File: config.mk
export PLATFORM = sky130hd
export DESIGN_NAME = gpio_irq_ctrl
export DESIGN_NICKNAME = d
export VERILOG_FILES = /design/src/rtl/gpio_irq_pkg.sv /design/src/rtl/gpio_sync.sv /design/src/rtl/gpio_irq_ctrl.sv
export SDC_FILE = /design/constraint.sdc
export NUM_CORES = 1
export LEC_CHECK = 0
export CORE_MARGIN = 3
export CORE_UTILIZATION = 52
export DETAILED_ROUTE_END_ITERATION = 10
export GPL_ROUTABILITY_DRIVEN = 0
export PLACE_DENSITY = 0.74
export SYNTH_ARGS = -nofsm -noshare
export SYNTH_HDL_FRONTEND = slang
export SYNTH_SLANG_ARGS = --single-unit
File: constraint.sdc
create_clock -name clk -period 1.4 [get_ports clk]
set_input_delay 0.28 -clock clk [delete_from_list [all_inputs] [get_ports clk]]
set_output_delay 0.28 -clock clk [all_outputs]
set_load 0.1 [all_outputs]
File: src/rtl/gpio_irq_pkg.sv
// Shared definitions for the GPIO input interrupt controller:
// register addresses, the per-pin detection type and the register-select type.
package gpio_irq_pkg;

    typedef logic [2:0] reg_sel_t;

    localparam reg_sel_t ADDR_IN     = 3'd0;
    localparam reg_sel_t ADDR_IE     = 3'd1;
    localparam reg_sel_t ADDR_TYPE   = 3'd2;
    localparam reg_sel_t ADDR_POL    = 3'd3;
    localparam reg_sel_t ADDR_BOTH   = 3'd4;
    localparam reg_sel_t ADDR_STATUS = 3'd5;

    typedef enum logic {
        TYPE_LEVEL = 1'b0,
        TYPE_EDGE  = 1'b1
    } irq_type_e;

endpackage

File: src/rtl/gpio_sync.sv
// Multi-flop synchroniser for asynchronous pad inputs; also used by the GPIO
// port input path. Every stage clears on a synchronous active-low reset.
module gpio_sync
    import gpio_irq_pkg::*;
#(
    parameter int WIDTH  = 8,
    parameter int STAGES = 2
) (
    input  logic             clk,
    input  logic             rst_n,
    input  logic [WIDTH-1:0] d,
    output logic [WIDTH-1:0] q
);

    logic [WIDTH-1:0] ff_p [STAGES];

    always_ff @(posedge clk) begin
        if (!rst_n) begin
            for (int i = 0; i < STAGES; i++) begin
                ff_p[i] <= '0;
            end
        end else begin
            ff_p[0] <= d;
            for (int i = 1; i < STAGES; i++) begin
                ff_p[i] <= ff_p[i-1];
            end
        end
    end

    assign q = ff_p[STAGES-1];

endmodule

File: src/rtl/gpio_irq_ctrl.sv
// GPIO input interrupt controller: synchronises pads, detects level/edge
// events per pin, latches them into W1C STATUS and drives a single irq_o.
module gpio_irq_ctrl
    import gpio_irq_pkg::*;
#(
    parameter int WIDTH       = 8,
    parameter int SYNC_STAGES = 2
) (
    input  logic             clk,
    input  logic             rst_n,
    input  logic [WIDTH-1:0] pad_i,
    input  logic             req_i,
    input  logic             we_i,
    input  logic [2:0]       addr_i,
    input  logic [WIDTH-1:0] wdata_i,
    output logic [WIDTH-1:0] rdata_o,
    output logic             ack_o,
    output logic             irq_o
);

    localparam int PRIME_MAX = SYNC_STAGES + 1;
    localparam int CNT_W     = $clog2(PRIME_MAX + 1);

    logic [WIDTH-1:0] sync_p0;
    logic [WIDTH-1:0] prev_p1;
    logic [CNT_W-1:0] prime_cnt;
    logic             primed;

    logic [WIDTH-1:0] ie_q;
    logic [WIDTH-1:0] type_q;
    logic [WIDTH-1:0] pol_q;
    logic [WIDTH-1:0] both_q;
    logic [WIDTH-1:0] status_q;

    logic [WIDTH-1:0] ev;
    logic [WIDTH-1:0] clr;
    logic [WIDTH-1:0] rd_val;
    logic [WIDTH-1:0] rdata_q;
    logic             ack_q;

    reg_sel_t sel;
    logic     wr_en;
    logic     rd_en;

    function automatic logic edge_hit(input logic cur, input logic prev,
                                      input logic pol, input logic both);
        logic rise;
        logic fall;
        rise = cur & ~prev;
        fall = ~cur & prev;
        return both ? (rise | fall) : (pol ? rise : fall);
    endfunction

    gpio_sync #(
        .WIDTH  (WIDTH),
        .STAGES (SYNC_STAGES)
    ) u_sync (
        .clk   (clk),
        .rst_n (rst_n),
        .d     (pad_i),
        .q     (sync_p0)
    );

    assign sel    = addr_i;
    assign wr_en  = req_i & we_i;
    assign rd_en  = req_i & ~we_i;
    // Edges are ignored until prev has seen real synchronised data after reset.
    assign primed = (prime_cnt == CNT_W'(PRIME_MAX));
    assign clr    = (wr_en && sel == ADDR_STATUS) ? wdata_i : '0;

    always_comb begin
        ev = '0;
        for (int i = 0; i < WIDTH; i++) begin
            if (irq_type_e'(type_q[i]) == TYPE_LEVEL) begin
                ev[i] = (sync_p0[i] == pol_q[i]);
            end else begin
                ev[i] = primed & edge_hit(sync_p0[i], prev_p1[i], pol_q[i], both_q[i]);
            end
        end
    end

    always_comb begin
        rd_val = '0;
        case (sel)
            ADDR_IN:     rd_val = sync_p0;
            ADDR_IE:     rd_val = ie_q;
            ADDR_TYPE:   rd_val = type_q;
            ADDR_POL:    rd_val = pol_q;
            ADDR_BOTH:   rd_val = both_q;
            ADDR_STATUS: rd_val = status_q;
            default:     rd_val = '0;
        endcase
    end

    // Register stage: edge history, config, sticky status and the access response
    always_ff @(posedge clk) begin
        if (!rst_n) begin
            prev_p1   <= '0;
            prime_cnt <= '0;
            ie_q      <= '0;
            type_q    <= '0;
            pol_q     <= '0;
            both_q    <= '0;
            status_q  <= '0;
            rdata_q   <= '0;
            ack_q     <= 1'b0;
        end else begin
            prev_p1 <= sync_p0;
            if (!primed) begin
                prime_cnt <= prime_cnt + 1'b1;
            end
            status_q <= (status_q & ~clr) | ev;
            if (wr_en) begin
                case (sel)
                    ADDR_IE:   ie_q   <= wdata_i;
                    ADDR_TYPE: type_q <= wdata_i;
                    ADDR_POL:  pol_q  <= wdata_i;
                    ADDR_BOTH: both_q <= wdata_i;
                    default:   ;
                endcase
            end
            ack_q   <= req_i;
            rdata_q <= rd_en ? rd_val : '0;
        end
    end

    assign rdata_o = rdata_q;
    assign ack_o   = ack_q;
    assign irq_o   = |(status_q & ie_q);

endmodule

Word level (Yosys, flattened, before mapping)

Memories as Yosys holds them, arrays and structs flattened.
Index checks and enable logic that the tools add are counted.
W data, S select, Z words.

Bits in registers: 59
RAM bits: 16
Input bits: 23
Output and inout bits: 10
Word-level logic and storage cells: 120
Memories kept: 1

Memory list:

| memory      | words | width | rd ports | clocked after Yosys merged registers in | wr ports | RTL line        | text |
|---|---|---|---|---|---|---|---|
| u_sync.ff_p | 2     | 8     | 2        | 0                                       | 2        | gpio_sync.sv:15 | `logic [WIDTH-1:0] ff_p [STAGES];` |

Add/sub/neg operators: 1
Equality and inequality tests: 14
Muxes and demuxes: 30
Bitwise logic cells: 57
Reduce and logical (&&, ||, !) cells: 8

Operators with widths:

| kind                  | count |
|---|---|
| $pmux W8 S6           | 1 |
| $and A1 B1 Y1         | 26 |
| $mux W1               | 26 |
| $mux W8               | 3 |
| $not A1 Y1            | 17 |
| $and A8 B8 Y8         | 2 |
| $or A1 B1 Y1          | 10 |
| $reduce_and A2 Y1     | 5 |
| $eq A1 B1 Y1          | 8 |
| $not A8 Y8            | 1 |
| $or A8 B8 Y8          | 1 |
| $reduce_or A8 Y1      | 1 |
| $eq A3 B2 Y1 const B  | 2 |
| $eq A3 B3 Y1 const B  | 2 |
| $eq A3 B1 Y1 const B  | 1 |
| $logic_not A3 Y1      | 1 |
| $add A2 B1 Y2 const B | 1 |
| $eq A2 B2 Y1 const B  | 1 |
| $logic_and A1 B1 Y1   | 1 |

Logic depth before layout (Yosys ltp)

Gate-level depths: netlist of the first run.

Depth in word-level cells: 7
Depth in mapped cells: 5
Mapped depth without buffers: 5

Modules after synthesis

Synthesis of the first run repeated with hierarchy kept, for this count alone.

Cell total of the unflattened synthesis: 383
Area total of the unflattened synthesis: 3,712.3 um^2

By module, submodules not included:

| module        | times used | cells an instance | area an instance (um^2) | seq. area each (um^2) |
|---|---|---|---|---|
| gpio_irq_ctrl | 1          | 342               | 3,205.6                 | 1,181.1 |
| gpio_sync     | 1          | 41                | 506.7                   | 320.3 |

Worst setup path before layout of the first run

No wires, ideal clock.

Path kind: reg-to-output
Start point: register status_q[2]
End point: output port irq_o
Arrival time: 1.409 ns
Setup slack: -0.289 ns
Stages on the path, launching flop included: 3
Cell sequence: dfxtp_1 > a22oi_1 > nand4_1

Word-level cells in the longest chain between the ends: 2

RTL lines:

| what                   | RTL line             | text |
|---|---|---|
| from (decl)            | gpio_irq_ctrl.sv:33  | `logic [WIDTH-1:0] status_q;` |
| from (signal assigned) | gpio_irq_ctrl.sv:112 | `status_q <= (status_q & ~clr) \| ev;` |
| $and A8 B8 Y8          | gpio_irq_ctrl.sv:129 | `assign irq_o = \|(status_q & ie_q);` |
| $reduce_or A8 Y1       | gpio_irq_ctrl.sv:129 |  |
| to (decl)              | gpio_irq_ctrl.sv:18  | `output logic irq_o` |

Every way passes these cells.

Worst setup path after layout of the first run

Start point: register status_q[4]
End point: output port irq_o

The elaborated chain is that of the path after synthesis.

==> results by group, run 1 <==
Finish
  • Area Overhead vs Synth: 36.7%
  • Final #Nets: 499
  • Inserted Diodes: 0
  • Fraction of layout cells with a size suffix above 1: 37.4%
  • Number of fillers in the final layout: 446
  • Final core occ: 75.5%

Outcome
  • Outcome: complete, but fails checks
  • Failing checks: negative setup slack

Drt
  • Post-Route WL: 9330 µm
  • # DRC: 0
  • Post-DR vias/cell: 5.70
  • Iter 0 DRT Violations: 221
  • Via count: 3077
  • Post-DRT Antenna Nets: 0
  • Wire length per cell: 17.3 µm
  • Drt pass-1 iters: 5

Clock tree
  • CTS Sinks: 75
  • CTS Buf Count: 9
  • Worst skew pair latency: 350 ps
  • CTS root buffer: clkbuf_8
  • Clock transition at path regs: 80 ps
  • Max Buffers Root-to-Sink: 2
  • H-tree depth: 3
  • CTS tree: built

STA
  • Worst setup margin: -176 ps
  • Final period utilization: 113%
  • Slew Viols, Final: 0
  • Max Freq: 634 MHz
  • WHS: 248 ps
  • Relative slew slack: 81.7%
  • Setup violators final: 4
  • Worst Clk Skew: 10.0 ps
  • Final setup TNS: -207 ps
  • Tmin final: 1580 ps
  • RSZ-0062 raised after global routing: true
  • Hold Vio Cnt, Final: 0
  • Slew @ Worst Pin: 274 ps

Job
  • Max Cap Viol: 0

Global routing
  • Global routing usage on met3: 4.79%
  • Pin count of the biggest net entering global routing: 51
  • Tot GR Track Use: 25.0%
  • GR Overflow Total: 0
  • Grt met2 use: 40.8%
  • GR peak layer: met2
  • Global-route wire length before repair: 15100 µm
  • Initial antenna violation count: 0
  • Vias in the first global route: 3100
  • Grt met1 use: 31.4%

Placement
  • Post-DP HPWL: 6380 µm
  • IO buf count: 32
  • Pre-CTS worst setup slack: -487 ps

Pwr
  • Maximum VDD drop: 0.610 mV
  • Lkg Pwr: 2.13 nW
  • Cell Pwr Density: 974 nW/µm²
  • Total power draw: 4.80 mW

Logic synthesis
  • Post-synth top area share: 41.6%
  • Largest cells by area after synthesis: dfxtp_1, mux2i_1, ha_1
  • Register bit total from synthesis: 75
  • Syn avg cell area: 9.73 µm²
  • Synth Instances: 371
  • Cell Area, Synth: 3610 µm²
  • Synth warn: 0
  • Syn_nets: 411
  • Sequential fraction of the synthesis area: 41.6%
  • Largest area contributor in the netlist: dfxtp_1
  • Distinct cells, synth: 41

Die
  • Chip height: 89.3 µm
  • Num rows: 29
  • Die width: 89.3 µm
  • I/O Pins: 33
  • DIE AREA: 7970 µm²
  • Core area: 6530 µm²
  • Initial core utilization: 55.2%

Critical path
  • Required time worst endpoint: 1120 ps
  • Worst Path Max Fanout: 2
  • CP arrival: 1300 ps
  • CP Class: register to output port
  • Critical Path Source Type: register
  • Reg2Reg Setup Slack: -20 ps
  • Element type at the critical path end: output port

Worst hold path
  • Hold crit path type: primary input to register
[cell usage after synthesis (all sizes together)]
| library cell | number |
|---|---|
| xor2 | 8 |
| and3 | 1 |
| a22oi | 4 |
| nand2 | 42 |
| nand3b | 2 |
| buf | 14 |
| a21oi | 4 |
| nor2 | 3 |
| inv | 25 |
| o21ai | 17 |
| a311oi | 3 |
| o22a | 4 |
| xnor2 | 1 |
| a22o | 1 |
| or2 | 1 |
| nor2b | 2 |
| nand4 | 1 |
| clkbuf | 6 |
| a21boi | 17 |
| and2 | 27 |
| mux2i | 27 |
| a221o | 8 |
| o2bb2ai | 1 |
| and2b | 1 |
| nand3 | 19 |
| ha | 17 |
| a221oi | 3 |
| o2111a | 8 |
| and3b | 1 |
| mux2 | 18 |
| nand2b | 1 |
| nor3 | 1 |
| dfxtp | 75 |
| o22ai | 8 |
[power breakdown]
group / total, mW / switching (mW) / internal (mW)
Combinational: 0.682 / 0.334 / 0.348
Sequential: 2.28 / 0.0702 / 2.21
Clock: 1.84 / 0.803 / 1.04
[area by class of cell]
class / count / area (µm²) / share of cell area [%]
clock buffer: 10 / 138 / 2.79
clock inverter: 5 / 77.6 / 1.57
inverter: 25 / 93.8 / 1.90
multi-input combinational: 251 / 2050 / 41.6
sequential: 75 / 1540 / 31.2
tap: 77 / 96.3 / 1.95
timing repair buffer: 97 / 938 / 19.0
[layout by cell type (no fill, tap or decap), types with 3 or more instances in the layout]
| cell | n |
|---|---|
| a21boi_0 | 16 |
| a21oi_1 | 4 |
| a221o_1 | 8 |
| a22oi_2 | 4 |
| a311oi_1 | 3 |
| and2_1 | 26 |
| buf_12 | 11 |
| buf_4 | 60 |
| buf_6 | 3 |
| clkbuf_8 | 10 |
| clkdlybuf4s50_1 | 18 |
| dfxtp_1 | 54 |
| dfxtp_2 | 17 |
| dfxtp_4 | 4 |
| ha_2 | 11 |
| ha_4 | 5 |
| inv_1 | 12 |
| inv_2 | 13 |
| mux2_2 | 11 |
| mux2_4 | 7 |
| mux2i_1 | 27 |
| nand2_1 | 41 |
| nand3_1 | 18 |
| nor2_1 | 3 |
| o2111a_1 | 8 |
| o21ai_0 | 17 |
| o22a_1 | 4 |
| o22ai_1 | 8 |
| xor2_1 | 8 |
[worst paths after layout]
path,cells past startpoint,end,start
min,2,ack_o$_SDFF_PN0_,req_i
min reg2reg,1,u_sync.ff_p[0][10]$_SDFF_PN0_,u_sync.ff_p[0][2]$_SDFF_PN0_
max reg2reg,5,status_q[4]$_SDFF_PN0_,prev_p1[4]$_SDFF_PN0_
max,3,irq_o,status_q[4]$_SDFF_PN0_
[routing by layer]
| metal | routed length (µm) | share of wire, % |
|---|---|---|
| met5 | 0 | 0 |
| met4 | 222 | 2.4 |
| met3 | 503 | 5.4 |
| met2 | 4490 | 48 |
| met1 | 4120 | 44 |
[kinds of logic after synthesis]
| kind of cell | after synthesis | share of synthesized area [%] |
|---|---|---|
| AOI/OAI and AO/OA | 78 | 16.4 |
| xor gates and xnor gates | 9 | 2.18 |
| adders and majority gates | 17 | 5.89 |
| buffers and inverters | 45 | 5.76 |
| DFF | 75 | 41.6 |
| muxes | 45 | 13.1 |
| and+or+nand+nor | 102 | 15.0 |
[flip-flops by register name, summed over array words and instances (netlist names)]
signal and cells:
u_sync.ff_p 16, both_q 8, ie_q 8, pol_q 8, prev_p1 8, rdata_o 8, status_q 8, type_q 8
prime_cnt 2, ack_o 1
[critical path: stages, from the launching register on]
cell and delay, ps:
dfxtp_2 340, a22oi_2 210, nand4_1 180, buf_12 210
[stage by stage]
step / area, µm² / instances
final: 4930 / 540
after global routing: 4930 / 540
after CTS: 4860 / 539
after detailed placement: 4480 / 520
after global placement: 4480 / 520
after floorplan: 3620 / 371
[repair_timing]
action	in CTS	in global routing
hold buffers	0	0
resized for setup	50	24
setup buffers	4	1
pin swaps	18	11
endpoints found under the setup margin	46	29
Power figures use the tool's default switching activity.
==> inputs of run 2 (changes only) <==
--- a/config.mk
+++ b/config.mk
@@ -10,6 +10,7 @@
 export DETAILED_ROUTE_END_ITERATION = 10
 export GPL_ROUTABILITY_DRIVEN = 0
 export PLACE_DENSITY = 0.74
+export SLEW_MARGIN = 30
 export SYNTH_ARGS = -nofsm -noshare
 export SYNTH_HDL_FRONTEND = slang
 export SYNTH_SLANG_ARGS = --single-unit
==> constraint.sdc (replaced) <==
create_clock -name clk -period 1.4 [get_ports clk]
set_input_delay 0.42 -clock clk [delete_from_list [all_inputs] [get_ports clk]]
set_output_delay 0.42 -clock clk [all_outputs]
set_load 0.1 [all_outputs]
==> run 2 against run 1 <==
The flow still finishes with violations (negative setup slack). Setup slack lost 170 ps. Count of clock-buffer cells in the layout grew 1. Sequential cell count is the same. Final cell count grew 1.3%. Critical endpoint unchanged. Largest power group unchanged.
==> results by group, run 2 (synthesized netlist as in run 1, its figures left out) <==
Critical path
  • CP Cell Sequence: a22oi_2, nand4_1, buf_12 (unchanged)
  • Reg2reg start: u_sync.ff_p[0][9]$_SDFF_PN0_ (was prev_p1[4]$_SDFF_PN0_)
  • CP arrival: 1320 ps (was 1300 ps)
  • Worst Path Max Fanout: 2 (unchanged)
  • WP buf/inv: 1 (unchanged)
  • Critical-path top delay cell: dfxtp_2 (unchanged)
  • Top delay family on crit path: flip-flops (unchanged)
  • Reg2Reg Capture Point: status_q[1]$_SDFF_PN0_ (was status_q[4]$_SDFF_PN0_)
  • Critical Path Source Type: register (unchanged)
  • CP peak stage delay: 330 ps (was 340 ps)
  • Element type at the critical path end: output port (unchanged)
  • FF-to-FF path depth: 5 (unchanged)
  • Reg2Reg Setup Slack: -30 ps (was -20 ps)
  • CP Class: register to output port (unchanged)
  • Required time worst endpoint: 980 ps (was 1120 ps)

Finish
  • Fraction of layout cells with a size suffix above 1: 37.4% (about the same)
  • Max FFs per register: 16 (unchanged)
  • Finished Layout Cells: 547 (was 540)
  • Post-route cell area: 4980 µm² (was 4930 µm²)
  • Commonest non-fill, non-tap cells in the layout: buf_4, dfxtp_1, nand2_1, mux2i_1, and2_1 (unchanged)
  • Leading cell type in the layout, fill and taps excluded: buf_4 (unchanged)
  • Final #Nets: 505 (was 499)
  • Reg with most FFs: u_sync.ff_p (unchanged)
  • Inserted Diodes: 0 (unchanged)
  • Area Overhead vs Synth: 37.9% (was 36.7%)
  • Final core occ: 76.2% (was 75.5%)

Die
  • I/O Pins: 33 (unchanged)
  • Core area: 6530 µm² (unchanged)
  • Initial core utilization: 55.2% (unchanged)
  • Die width: 89.3 µm (unchanged)
  • Num rows: 29 (unchanged)
  • Chip height: 89.3 µm (unchanged)
  • DIE AREA: 7970 µm² (unchanged)

Global routing
  • Initial antenna violation count: 0 (unchanged)
  • Vias in the first global route: 3136 (was 3100)
  • Pin count of the biggest net entering global routing: 42 (was 51)
  • Global-route wire length before repair: 15500 µm (was 15100 µm)
  • Grt met1 use: 33.5% (was 31.4%)
  • Grt met2 use: 42.1% (was 40.8%)
  • Global routing usage on met3: 3.59% (was 4.79%)
  • GR peak layer: met2 (unchanged)
  • GR Overflow Total: 0 (unchanged)
  • Tot GR Track Use: 25.5% (was 25.0%)

Worst hold path
  • Hold Startpoint: u_sync.ff_p[0][7]$_SDFF_PN0_ (was req_i)
  • Hold Crit Depth: 1 (was 2)
  • Worst Hold Path EP: u_sync.ff_p[0][15]$_SDFF_PN0_ (was ack_o$_SDFF_PN0_)
  • Hold crit path type: register to register (was primary input to register)

Pwr
  • Total power draw: 5.02 mW (was 4.80 mW)
  • Cell Pwr Density: 1010 nW/µm² (was 974 nW/µm²)
  • Maximum VDD drop: 0.774 mV (was 0.610 mV)
  • Lkg Pwr: 2.17 nW (was 2.13 nW)
  • Comb pwr share: 14.1% (was 14.2%)
  • Sequential share of power: 45.3% (was 47.5%)
  • P_int: 3.80 mW (was 3.60 mW)
  • Clock share of power: 40.7% (was 38.3%)
  • Sw frac: 24.3% (was 25.1%)
  • Net Sw Power: 1.22 mW (was 1.21 mW)

Drt
  • # DRC: 0 (unchanged)
  • Wire length per cell: 17.0 µm (was 17.3 µm)
  • Post-Route WL: 9270 µm (was 9330 µm)
  • Post-DR vias/cell: 5.61 (was 5.70)
  • Post-DRT Antenna Nets: 0 (unchanged)
  • Iter 0 DRT Violations: 171 (was 221)
  • Drt pass-1 iters: 4 (was 5)
  • Via count: 3068 (was 3077)

Clock tree
  • Worst skew pair latency: 350 ps (about the same)
  • Max Buffers Root-to-Sink: 2 (unchanged)
  • CTS tree: built (unchanged)
  • H-tree depth: 3 (unchanged)
  • CTS root buffer: clkbuf_8 (unchanged)
  • Clock transition at path regs: 80 ps (about the same)
  • CTS Buf Count: 9 (unchanged)
  • CTS Sinks: 75 (unchanged)

Job
  • Max Cap Viol: 0 (unchanged)

Outcome
  • Failing checks: negative setup slack (unchanged)
  • Outcome: complete, but fails checks (unchanged)

STA
  • Final period utilization: 125% (was 113%)
  • Max Freq: 574 MHz (was 634 MHz)
  • Setup violators final: 5 (was 4)
  • WHS: 436 ps (was 248 ps)
  • Slew @ Worst Pin: 396 ps (was 274 ps)
  • Tmin final: 1740 ps (was 1580 ps)
  • Worst Clk Skew: 11.3 ps (was 10.0 ps)
  • Relative slew slack: 73.6% (was 81.7%)
  • Slew Viols, Final: 0 (unchanged)
  • Worst setup margin: -343 ps (was -176 ps)
  • Hold Vio Cnt, Final: 0 (unchanged)
  • RSZ-0062 raised after global routing: true (unchanged)

Placement
  • Dpl cell area: 4550 µm² (was 4480 µm²)
  • Placed cells: 529 (was 520)
  • IO buf count: 32 (unchanged)
  • Post-DP HPWL: 6490 µm (was 6380 µm)
## run 2: changes by cell type in the layout (fill, tap and decap cells not counted), moves of 2 or more
| cell | delta |
|---|---|
| dlygate4sd2_1 | +2 |
| ha_4 | -3 |
| clkdlybuf4s50_1 | -2 |
| buf_4 | +6 |
| dlymetal6s2s_1 | -2 |
| ha_1 | +3 |
## run 2: how the worst max path moves through the flow
| stage | end | cells past startpoint | start |
|---|---|---|---|
| floorplan | irq_o | 2 | ie_q[6]$_SDFFE_PN0P_ |
| global placement | rdata_o[1]$_SDFF_PN0_ | 5 | addr_i[2] |
| detailed placement | rdata_o[3]$_SDFF_PN0_ | 5 | addr_i[2] |
| CTS | irq_o | 3 | ie_q[2]$_SDFFE_PN0P_ |
| global route | irq_o | 3 | status_q[0]$_SDFF_PN0_ |
| finish | irq_o | 3 | status_q[0]$_SDFF_PN0_ |
## run 2: area by class of cell
| class | instances | area (µm²) |
|---|---|---|
| Clock inverter | 5 | 100 |
| Fill cell | 454 | 1560 |
| Inverter | 25 | 93.8 |
| Tap cell | 77 | 96.3 |
| Timing Repair Buffer | 103 | 976 |
| Clock buffer | 11 | 141 |
| Sequential cell | 75 | 1540 |
| Multi-Input combinational cell | 251 | 2030 |
## run 2: routing by layer
metal | vias up | routed length [µm]
li1 | 1487 | -
met1 | 1471 | 4160
met2 | 90 | 4460
met3 | 20 | 450
met4 | 0 | 195
met5 | - | 0
## run 2: power groups by stage
| stage | clock network (mW) | logic [mW] | registers [mW] |
|---|---|---|---|
| global route | 2.12 | 0.764 | 2.28 |
| detailed placement | 0 | 0.664 | 2.32 |
| finish | 2.04 | 0.705 | 2.27 |
| CTS | 2.06 | 0.697 | 2.27 |
| floorplan | 0 | 0.311 | 2.35 |
| global placement | 0 | 0.647 | 2.31 |
## run 2: per-stage QoR
stage / setup WS (ps) / TNS [ps]
after CTS: -336 / -514
after floorplan: -413 / -413
after global routing: -357 / -760
after global placement: -551 / -22330
final: -343 / -410
after detailed placement: -700 / -23980
## run 2: timing repair
action	4_1_cts	5_1_grt
setup endpoints to repair	49	28
cloned	0	0
pin swaps	21	8
hold buffers	0	0
setup buffers	2	0
gates resized for setup	62	15
## run 2: worst register-to-register path, cell delays in order, from the launching register on
cell and delay [ps]:
dfxtp_2 360, inv_2 40, ha_2 150, mux2_4 260
o2111a_1 240, a221o_1 280
==> inputs of run 3 (changes only) <==
--- a/config.mk
+++ b/config.mk
@@ -10,6 +10,7 @@
 export DETAILED_ROUTE_END_ITERATION = 10
 export GPL_ROUTABILITY_DRIVEN = 0
 export PLACE_DENSITY = 0.74
+export SKIP_CTS_REPAIR_TIMING = 1
 export SLEW_MARGIN = 30
 export SYNTH_ARGS = -nofsm -noshare
 export SYNTH_HDL_FRONTEND = slang
==> run 3 against run 2 <==
The run still ends with negative setup slack left. Core utilization is 0.79 points higher. Routed wire length grew 1.9%. Total power is essentially flat. Critical path type unchanged.
==> results by group, run 3 (synthesized netlist as in run 1, its figures left out) <==
Die
  • Die width: 89.3 µm (unchanged)
  • Num rows: 29 (unchanged)
  • Initial core utilization: 55.2% (unchanged)
  • Chip height: 89.3 µm (unchanged)
  • I/O Pins: 33 (unchanged)
  • Core area: 6530 µm² (unchanged)
  • DIE AREA: 7970 µm² (unchanged)

Finish
  • Final #Nets: 504 (was 505)
  • Multi-input combinational cell area: 2080 µm² (was 2030 µm²)
  • Reg with most FFs: u_sync.ff_p (unchanged)
  • Max FFs per register: 16 (unchanged)
  • Leading cell type in the layout, fill and taps excluded: buf_4 (unchanged)
  • Finished Layout Cells: 546 (was 547)
  • Inserted Diodes: 0 (unchanged)
  • Area Overhead vs Synth: 39.3% (was 37.9%)
  • Post-route cell area: 5030 µm² (was 4980 µm²)
  • Fraction of layout cells with a size suffix above 1: 37.7% (was 37.4%)
  • Storage element area: 1540 µm² (about the same)
  • Commonest non-fill, non-tap cells in the layout: buf_4, dfxtp_1, nand2_1, mux2i_1, and2_1 (unchanged)
  • Number of fillers in the final layout: 445 (was 454)

Global routing
  • GR Overflow Total: 0 (unchanged)
  • Vias in the first global route: 3060 (was 3136)
  • Tot GR Track Use: 24.8% (was 25.5%)
  • Global-route wire length before repair: 15100 µm (was 15500 µm)
  • Initial antenna violation count: 0 (unchanged)
  • Pin count of the biggest net entering global routing: 42 (unchanged)

STA
  • Setup violators final: 9 (was 5)
  • Tmin final: 1740 ps (about the same)
  • Worst Clk Skew: 10.5 ps (was 11.3 ps)
  • Slew Viols, Final: 0 (unchanged)
  • Worst setup margin: -341 ps (was -343 ps)
  • Slew @ Worst Pin: 478 ps (was 396 ps)
  • Final period utilization: 124% (was 125%)
  • Hold Vio Cnt, Final: 0 (unchanged)
  • WHS: 436 ps (about the same)
  • Max Freq: 574 MHz (about the same)
  • RSZ-0062 raised after global routing: true (unchanged)
  • Relative slew slack: 68.1% (was 73.6%)

Placement
  • IO buf count: 32 (unchanged)
  • Dpl cell area: 4550 µm² (unchanged)
  • Post-DP HPWL: 6490 µm (unchanged)
  • Placed cells: 529 (unchanged)

Outcome
  • Outcome: complete, but fails checks (unchanged)
  • Failing checks: negative setup slack (unchanged)

Pwr
  • Cell Pwr Density: 998 nW/µm² (was 1010 nW/µm²)
  • Lkg Pwr: 2.21 nW (was 2.17 nW)
  • P_int: 3.80 mW (about the same)
  • Clock share of power: 40.5% (was 40.7%)
  • Sw frac: 24.3% (about the same)
  • Sequential share of power: 45.3% (about the same)
  • Maximum VDD drop: 0.773 mV (was 0.774 mV)
  • Net Sw Power: 1.22 mW (about the same)
  • Comb pwr share: 14.1% (about the same)

Clock tree
  • Clock transition at path regs: 80 ps (about the same)
  • CTS Buf Count: 9 (unchanged)
  • CTS tree: built (unchanged)
  • Worst skew pair latency: 350 ps (about the same)
  • CTS Sinks: 75 (unchanged)
  • CTS root buffer: clkbuf_8 (unchanged)
  • Max Buffers Root-to-Sink: 2 (unchanged)
  • H-tree depth: 3 (unchanged)

Critical path
  • Worst Path Max Fanout: 2 (unchanged)
  • CP peak stage delay: 330 ps (about the same)
  • Element type at the critical path end: output port (unchanged)
  • CP Class: register to output port (unchanged)
  • Required time worst endpoint: 980 ps (about the same)
  • CP Cell Sequence: a22oi_2, nand4_1, buf_12 (unchanged)
  • CP arrival: 1320 ps (about the same)
  • Top delay family on crit path: flip-flops (unchanged)
  • Critical-path top delay cell: dfxtp_2 (unchanged)
  • Critical Path Source Type: register (unchanged)
  • WP buf/inv: 1 (unchanged)

Drt
  • Iter 0 DRT Violations: 313 (was 171)
  • Wire length per cell: 17.3 µm (was 17.0 µm)
  • Post-DRT Antenna Nets: 0 (unchanged)
  • Post-DR vias/cell: 5.66 (was 5.61)
  • Drt pass-1 iters: 5 (was 4)
  • Post-Route WL: 9450 µm (was 9270 µm)
  • # DRC: 0 (unchanged)
  • Via count: 3092 (was 3068)

Job
  • Max Cap Viol: 0 (unchanged)

Worst hold path
  • Hold crit path type: register to register (unchanged)
[run 3: per-stage QoR]
stage	util [%]	power [mW]	setup WS [ps]	setup TNS (ps)
finish	77.0	5.02	-341	-600
global route	77.0	5.18	-355	-937
CTS	73.3	5.00	-400	-7630
detailed placement	69.6	2.98	-700	-23980
global placement	69.6	2.96	-551	-22330
floorplan	-	2.66	-413	-413
[run 3: per-layer routing]
layer	vias up	wire length, µm	track usage (%)
met5	-	0	0
met2	114	4540	40.3
met3	22	614	3.78
met1	1463	4080	32.9
li1	1493	-	-
met4	0	210	10.4
[run 3: worst register-to-register path, stage by stage (launching register included)]
cell and delay, ps:
dfxtp_2 360, inv_2 40, ha_2 160, mux2_4 250, o2111a_1 260, a221o_1 270
[run 3: worst paths after layout]
kind / from / end / slack, ps / depth (start not counted)
worst max-delay path: status_q[0]$_SDFF_PN0_ / irq_o / -340 / 3
worst min-delay path: u_sync.ff_p[0][7]$_SDFF_PN0_ / u_sync.ff_p[0][15]$_SDFF_PN0_ / 440 / 1
worst max register to register: prev_p1[1]$_SDFF_PN0_ / status_q[1]$_SDFF_PN0_ / -60 / 5
worst min register to register: u_sync.ff_p[0][7]$_SDFF_PN0_ / u_sync.ff_p[0][15]$_SDFF_PN0_ / 440 / 1
[run 3: final cells by class]
type	instances	area share, %
clock buffer	11	2.81
clock inverter	5	1.99
inverter	25	1.92
multi-input combinational	251	41.4
sequential	75	30.6
tap	77	1.92
timing repair buffer	102	19.4
[run 3: power groups by stage]
stage / Sequential, mW / Clock, mW / Combinational, mW
after floorplan: 2.35 / 0 / 0.311
after global placement: 2.31 / 0 / 0.647
after detailed placement: 2.32 / 0 / 0.664
after CTS: 2.27 / 2.06 / 0.672
after global routing: 2.29 / 2.13 / 0.765
final: 2.28 / 2.03 / 0.708
==> patch 1 (settings of run 1) <==
Register the output `irq_o`, cleared by the reset; this adds one clock of latency there. The other outputs are not delayed to match.
--- a/src/rtl/gpio_irq_ctrl.sv
+++ b/src/rtl/gpio_irq_ctrl.sv
@@ -128,3 +128,9 @@
     assign ack_o   = ack_q;
-    assign irq_o   = |(status_q & ie_q);
+    always_ff @(posedge clk) begin
+        if (!rst_n) begin
+            irq_o <= '0;
+        end else begin
+            irq_o <= |(status_q & ie_q);
+        end
+    end
 
Function: changed (Yosys sat finds a counterexample within 4 cycles, from zero or initial values and one cycle with rst_n low).
==> patch 1 against run 1 <==
- clock power down 20%
- count of clock-buffer cells in the layout up 1
- clock skew about the same
- highest routed layer unchanged
- routed wire length down 2.6%
- utilization up 0.81 points
- design area down 5.1%
- synthesized area down 5.3%
- sequential cell count up 1
- via count about the same
- total power down 8.1%
- largest cell class unchanged
- worst setup slack better by 180 ps
- critical endpoint is now status_q[1]$_SDFF_PN0_
==> patch 1: results (changes against run 1) <==
[hold_path]
worstHoldStart=u_sync.ff_p[0][0]$_SDFF_PN0_  ; was req_i
holdPathEnd=u_sync.ff_p[0][8]$_SDFF_PN0_  ; was ack_o$_SDFF_PN0_
holdPathStages=1  ; was 2

[critical_path]
cp_top_family=compound AO/OA/AOI/OAI gates  ; was flip-flops
worstReg2RegEnd=status_q[1]$_SDFF_PN0_  ; was status_q[4]$_SDFF_PN0_
r2r-start=u_sync.ff_p[0][9]$_SDFF_PN0_  ; was prev_p1[4]$_SDFF_PN0_
worstPathArrival_ps=1640  ; was 1300 ps
ff2ff_path_depth=6  ; was 5
crit_fanout=3  ; was 2

[synth]
synth.net_count=407  ; was 411
syn-instance-count=367  ; was 371
seq_area_frac_synth=0.445  ; was 0.416
synth.area.top_cells=dfxtp_1 (45%), mux2i_1 (6.7%), ha_1 (6.2%)  ; was dfxtp_1 (42%), mux2i_1 (7.5%), ha_1 (5.9%)
synth_cell_types=36  ; was 41

[cells_and_area]
num-nets-final=506  ; was 499

[power]
vdd_ir_drop_max_mv=0.707  ; was 0.610 mV
power_leakage_nw=2.00  ; was 2.13 nW

[timing]
setup_viol=0  ; was 4
worst_clock_skew_ps=9.89  ; was 10.0 ps
worst_slew_pin_slew_ps=397  ; was 274 ps

[detailed_routing]
routed_via_density=5.64  ; was 5.70
drtIter0Drc=237  ; was 221
wl_mm=9.09  ; was 9.33 mm

[grt]
use_met2=0.421  ; was 0.408
grt_pass1_vias=3053  ; was 3,100
grt_pass1_wl_mm=14.9  ; was 15.1 mm
use_met1=0.326  ; was 0.314
grtUsageTotal=0.260  ; was 0.250
grt_use_met3=0.0539  ; was 0.0479

[placement]
hpwl_mm=6.60  ; was 6.38 mm
pre_cts_ws_ps=-490  ; was -487 ps
placedCellCount=524  ; was 520

[status]
outcome=complete, no violations  ; was finished, violations left

patch 1: area by class of cell:
class	instances	area [sq um]
Clock inverter	5	27.5
Timing Repair Buffer	104	1010
Tap cell	75	93.8
Fill cell	402	1450
Clock buffer	11	141
Multi-Input combinational cell	254	1800
Sequential cell	76	1530
Inverter	21	78.8
patch 1: worst register-to-register path: stages (launching register included):
cell,delay [ps]
dfxtp_2,340
inv_1,60
ha_1,180
nor2b_1,140
a211oi_2,170
a21oi_1,60
a311o_1,340
patch 1: routing by layer:
layer | up-vias | share of wire
li1 | 1468 | -
met1 | 1462 | 0.43
met2 | 123 | 0.47
met3 | 27 | 0.073
met4 | 0 | 0.027
met5 | - | 0
patch 1: cells by family after synthesis:
group / count (synthesis) / share of synthesized area
and+or+nand+nor: 112 / 0.161
DFF: 76 / 0.445
adders and majority gates: 17 / 0.0622
muxes: 31 / 0.110
AOI/OAI and AO/OA: 85 / 0.153
buffers and inverters: 37 / 0.0447
xor gates and xnor gates: 9 / 0.0231
patch 1: worst max-delay path by stage:
| stage | from | to | slack, ps | depth (start not counted) |
|---|---|---|---|---|
| after floorplan | u_sync.ff_p[0][10]$_SDFF_PN0_ | status_q[2]$_SDFF_PN0_ | 30 | 6 |
| after global placement | addr_i[0] | both_q[2]$_SDFFE_PN0P_ | -450 | 6 |
| after detailed placement | addr_i[0] | both_q[0]$_SDFFE_PN0P_ | -490 | 6 |
| after CTS | u_sync.ff_p[0][15]$_SDFF_PN0_ | status_q[7]$_SDFF_PN0_ | 3 | 6 |
| after global routing | u_sync.ff_p[0][9]$_SDFF_PN0_ | status_q[1]$_SDFF_PN0_ | -70 | 6 |
| final | u_sync.ff_p[0][9]$_SDFF_PN0_ | status_q[1]$_SDFF_PN0_ | 4 | 6 |
patch 1: through the flow:
step	total power, W	hold slack (ps)
5_1_grt	0.00459	448
2_1_floorplan	0.00264	391
6_report	0.00442	435
3_3_place_gp	0.00293	413
4_1_cts	0.00442	439
3_5_place_dp	0.00296	422
patch 1: what timing repair did:
action                                  CTS  global route
resized for setup                        14            13
setup buffers                             4             2
pin swaps                                11             8
endpoints found under the setup margin   46             9
patch 1: where the power goes:
| part | leakage, nW | internal (W) | switching (W) |
|---|---|---|---|
| sequential | 0.624 | 0.00224 | 0.0000599 |
| clock | 0.0889 | 0.000679 | 0.000799 |
| combinational | 1.29 | 0.000326 | 0.000309 |
| total | 2.00 | 0.00325 | 0.00117 |
==> patch 2 (flow settings as in run 1) <==
Without the edit above. `WIDTH` is set to 8 in 2 places; all go to 10.
--- a/src/rtl/gpio_sync.sv
+++ b/src/rtl/gpio_sync.sv
@@ -5,3 +5,3 @@
 #(
-    parameter int WIDTH  = 8,
+    parameter int WIDTH  = 10,
     parameter int STAGES = 2
--- a/src/rtl/gpio_irq_ctrl.sv
+++ b/src/rtl/gpio_irq_ctrl.sv
@@ -5,3 +5,3 @@
 #(
-    parameter int WIDTH       = 8,
+    parameter int WIDTH       = 10,
     parameter int SYNC_STAGES = 2
Ports: changed (resized pad_i, rdata_o and wdata_i); port bits go from 33 to 39. The function was not compared with the original's and may differ.
==> patch 2 against run 1 <==
- the flow still finishes with violations (negative setup slack)
- global-route usage down 0.88 points
- worst setup slack got worse by 260 ps
- synthesized area increased by 22%
- total power grew 11%
- utilization down 2.3 points
- maximum frequency decreased by 14%
- sequential cell count grew 18
- design area rose by 18%
- synthesized cell count up 20%
- cell count increased by 20%
- sequential share of layout area is 1.3 points higher
- combinational power is 12% higher
- routed wire length up 20%
==> patch 2: results (changes against run 1) <==
[synth]
synth.area.top_cells=dfxtp_1 (42%), ha_1 (6.0%), mux2i_1 (5.9%)  ; was dfxtp_1 (42%), mux2i_1 (7.5%), ha_1 (5.9%)
synthTopCellsByCount=dfxtp_1 (93), nand2_1 (43), and2_1 (33)  ; was dfxtp_1 (75), nand2_1 (42), and2_1 (27), mux2i_1 (27), inv_1 (24)
async_flop_share=0  ; unchanged
synth.net_count=492  ; was 411
seq_area_frac_synth=0.424  ; was 0.416
yosysWarnings=0  ; unchanged
synth_cell_types=37  ; was 41

[power]
power_leakage_nw=2.49  ; was 2.13 nW
switching_share=0.257  ; was 0.251
vdd_ir_drop_max_mv=0.746  ; was 0.610 mV

[timing]
setup_viol=8  ; was 4
final_max_slew_viol_count=0  ; unchanged
worst_clock_skew_ps=5.06  ; was 10.0 ps
worst_slack_ps=-436  ; was -176 ps
slew_headroom=0.779  ; was 0.817

[status]
outcome=finished, violations left  ; unchanged
violations=negative setup slack  ; unchanged

[critical_path]
worstPathArrival_ps=1560  ; was 1300 ps
slowest_delay_ps=330
crit_fanout=2  ; unchanged
cp_top_family=compound AO/OA/AOI/OAI gates  ; was flip-flops
cpMaxStageDelayCell=dfxtp_2  ; unchanged

[clock_network]
clock_latency_ps=360
clock-root-buffer=clkbuf_8  ; unchanged
clk_pin_slew_ps=90
htreeDepth=3  ; unchanged
cts_buffer_depth=2  ; unchanged
cts_made_buffers=9  ; unchanged

[detailed_routing]
wl_met3_microns=755  ; was 503 microns
routed_via_density=5.68  ; was 5.70
wl_met2_mm=5.59  ; was 4.49 mm
wl_per_cell_microns=17.2  ; was 17.3 microns
drtIter0Drc=246  ; was 221
routed.top_layer=met4  ; unchanged
firstDrtPassIters=5  ; unchanged
met1_length_mm=4.64  ; was 4.12 mm

[cells_and_area]
largest_register_ffs=20  ; was 16
antennaDiodeCount=0  ; unchanged
num-nets-final=589  ; was 499
regMostFlops=u_sync.ff_p  ; unchanged
final_layout_size_suffix_gt1_frac=0.337  ; was 0.374

[placement]
io_buffer_count=38  ; was 32
hpwl_mm=7.79  ; was 6.38 mm
pre_cts_ws_ps=-535  ; was -487 ps

[grt]
grt_pass1_wl_mm=18.6  ; was 15.1 mm
grt_pass1_vias=3736  ; was 3,100
antenna_found_initial=0  ; unchanged
grtUsageTotal=0.241  ; was 0.250
grt_max_degree=30  ; was 51

[hold_path]
hold_class=primary input to flop  ; unchanged

## patch 2: final timing paths
kind | startpoint | end | slack [ps] | cells past startpoint
max | ie_q[4]$_SDFFE_PN0P_ | irq_o | -440 | 4
min | rst_n | ie_q[9]$_SDFFE_PN0P_ | 300 | 2
max reg2reg | prev_p1[8]$_SDFF_PN0_ | status_q[8]$_SDFF_PN0_ | -60 | 5
min reg2reg | u_sync.ff_p[0][9]$_SDFF_PN0_ | u_sync.ff_p[0][19]$_SDFF_PN0_ | 440 | 1
## patch 2: cells by family (layout without fill, tap and decap cells)
kind of cell / count (synthesis) / in the layout / share of synthesized area
AND/OR/NAND/NOR: 118 / 118 / 0.134
buffers and inverters: 58 / 160 / 0.0575
multiplexers: 54 / 54 / 0.150
XOR/XNOR: 11 / 11 / 0.0219
adder cells (fa/ha/maj): 21 / 21 / 0.0598
flip-flops: 93 / 93 / 0.424
AO/OA/AOI/OAI: 89 / 89 / 0.153
## patch 2: routing by layer
| metal | vias up | track usage |
|---|---|---|
| li1 | 1755 | - |
| met1 | 1774 | 0.309 |
| met2 | 129 | 0.421 |
| met3 | 21 | 0.0400 |
| met4 | 0 | 0.0628 |
| met5 | - | 0 |
## patch 2: timing repair
item                                    4_1_cts  5_1_grt
gates resized for setup                      55       20
pin swaps                                    19       14
buffers inserted                              5        2
endpoints found under the setup margin       51       21
## patch 2: power groups by stage
stage               sequential, W  clock (W)  combinational (W)
floorplan                 0.00289          0           0.000358
global placement          0.00287          0           0.000698
detailed placement        0.00288          0           0.000720
CTS                       0.00282    0.00177           0.000748
global route              0.00283    0.00189           0.000826
finish                    0.00282    0.00176           0.000761
## patch 2: worst register-to-register path, stage by stage (launching register included)
cell and delay (ps):
dfxtp_2 370, inv_2 40, ha_2 160, mux2_4 250
o2111a_1 240, a221o_1 290
## patch 2: per-stage QoR
stage / hold slack [ps] / setup TNS (ps) / std cells / instance area [sq um] / util
CTS: 282 / -727 / 646 / 5750 / 0.722
global route: 275 / -1010 / 648 / 5830 / 0.732
global placement: 414 / -24310 / 625 / 5410 / 0.679
floorplan: 402 / -478 / 444 / 4410 / -
finish: 295 / -574 / 648 / 5830 / 0.732
detailed placement: 419 / -25310 / 625 / 5410 / 0.679
## patch 2: final cells by class
cell class              count  area [sq um]
fillers                   555          2140
well taps                 102           128
multi-input cells         293          2440
flip-flops and latches     93          1900
clock buffers              13           139
repair buffers            113          1070
inverters                  31           119
clock inverters             3          46.3
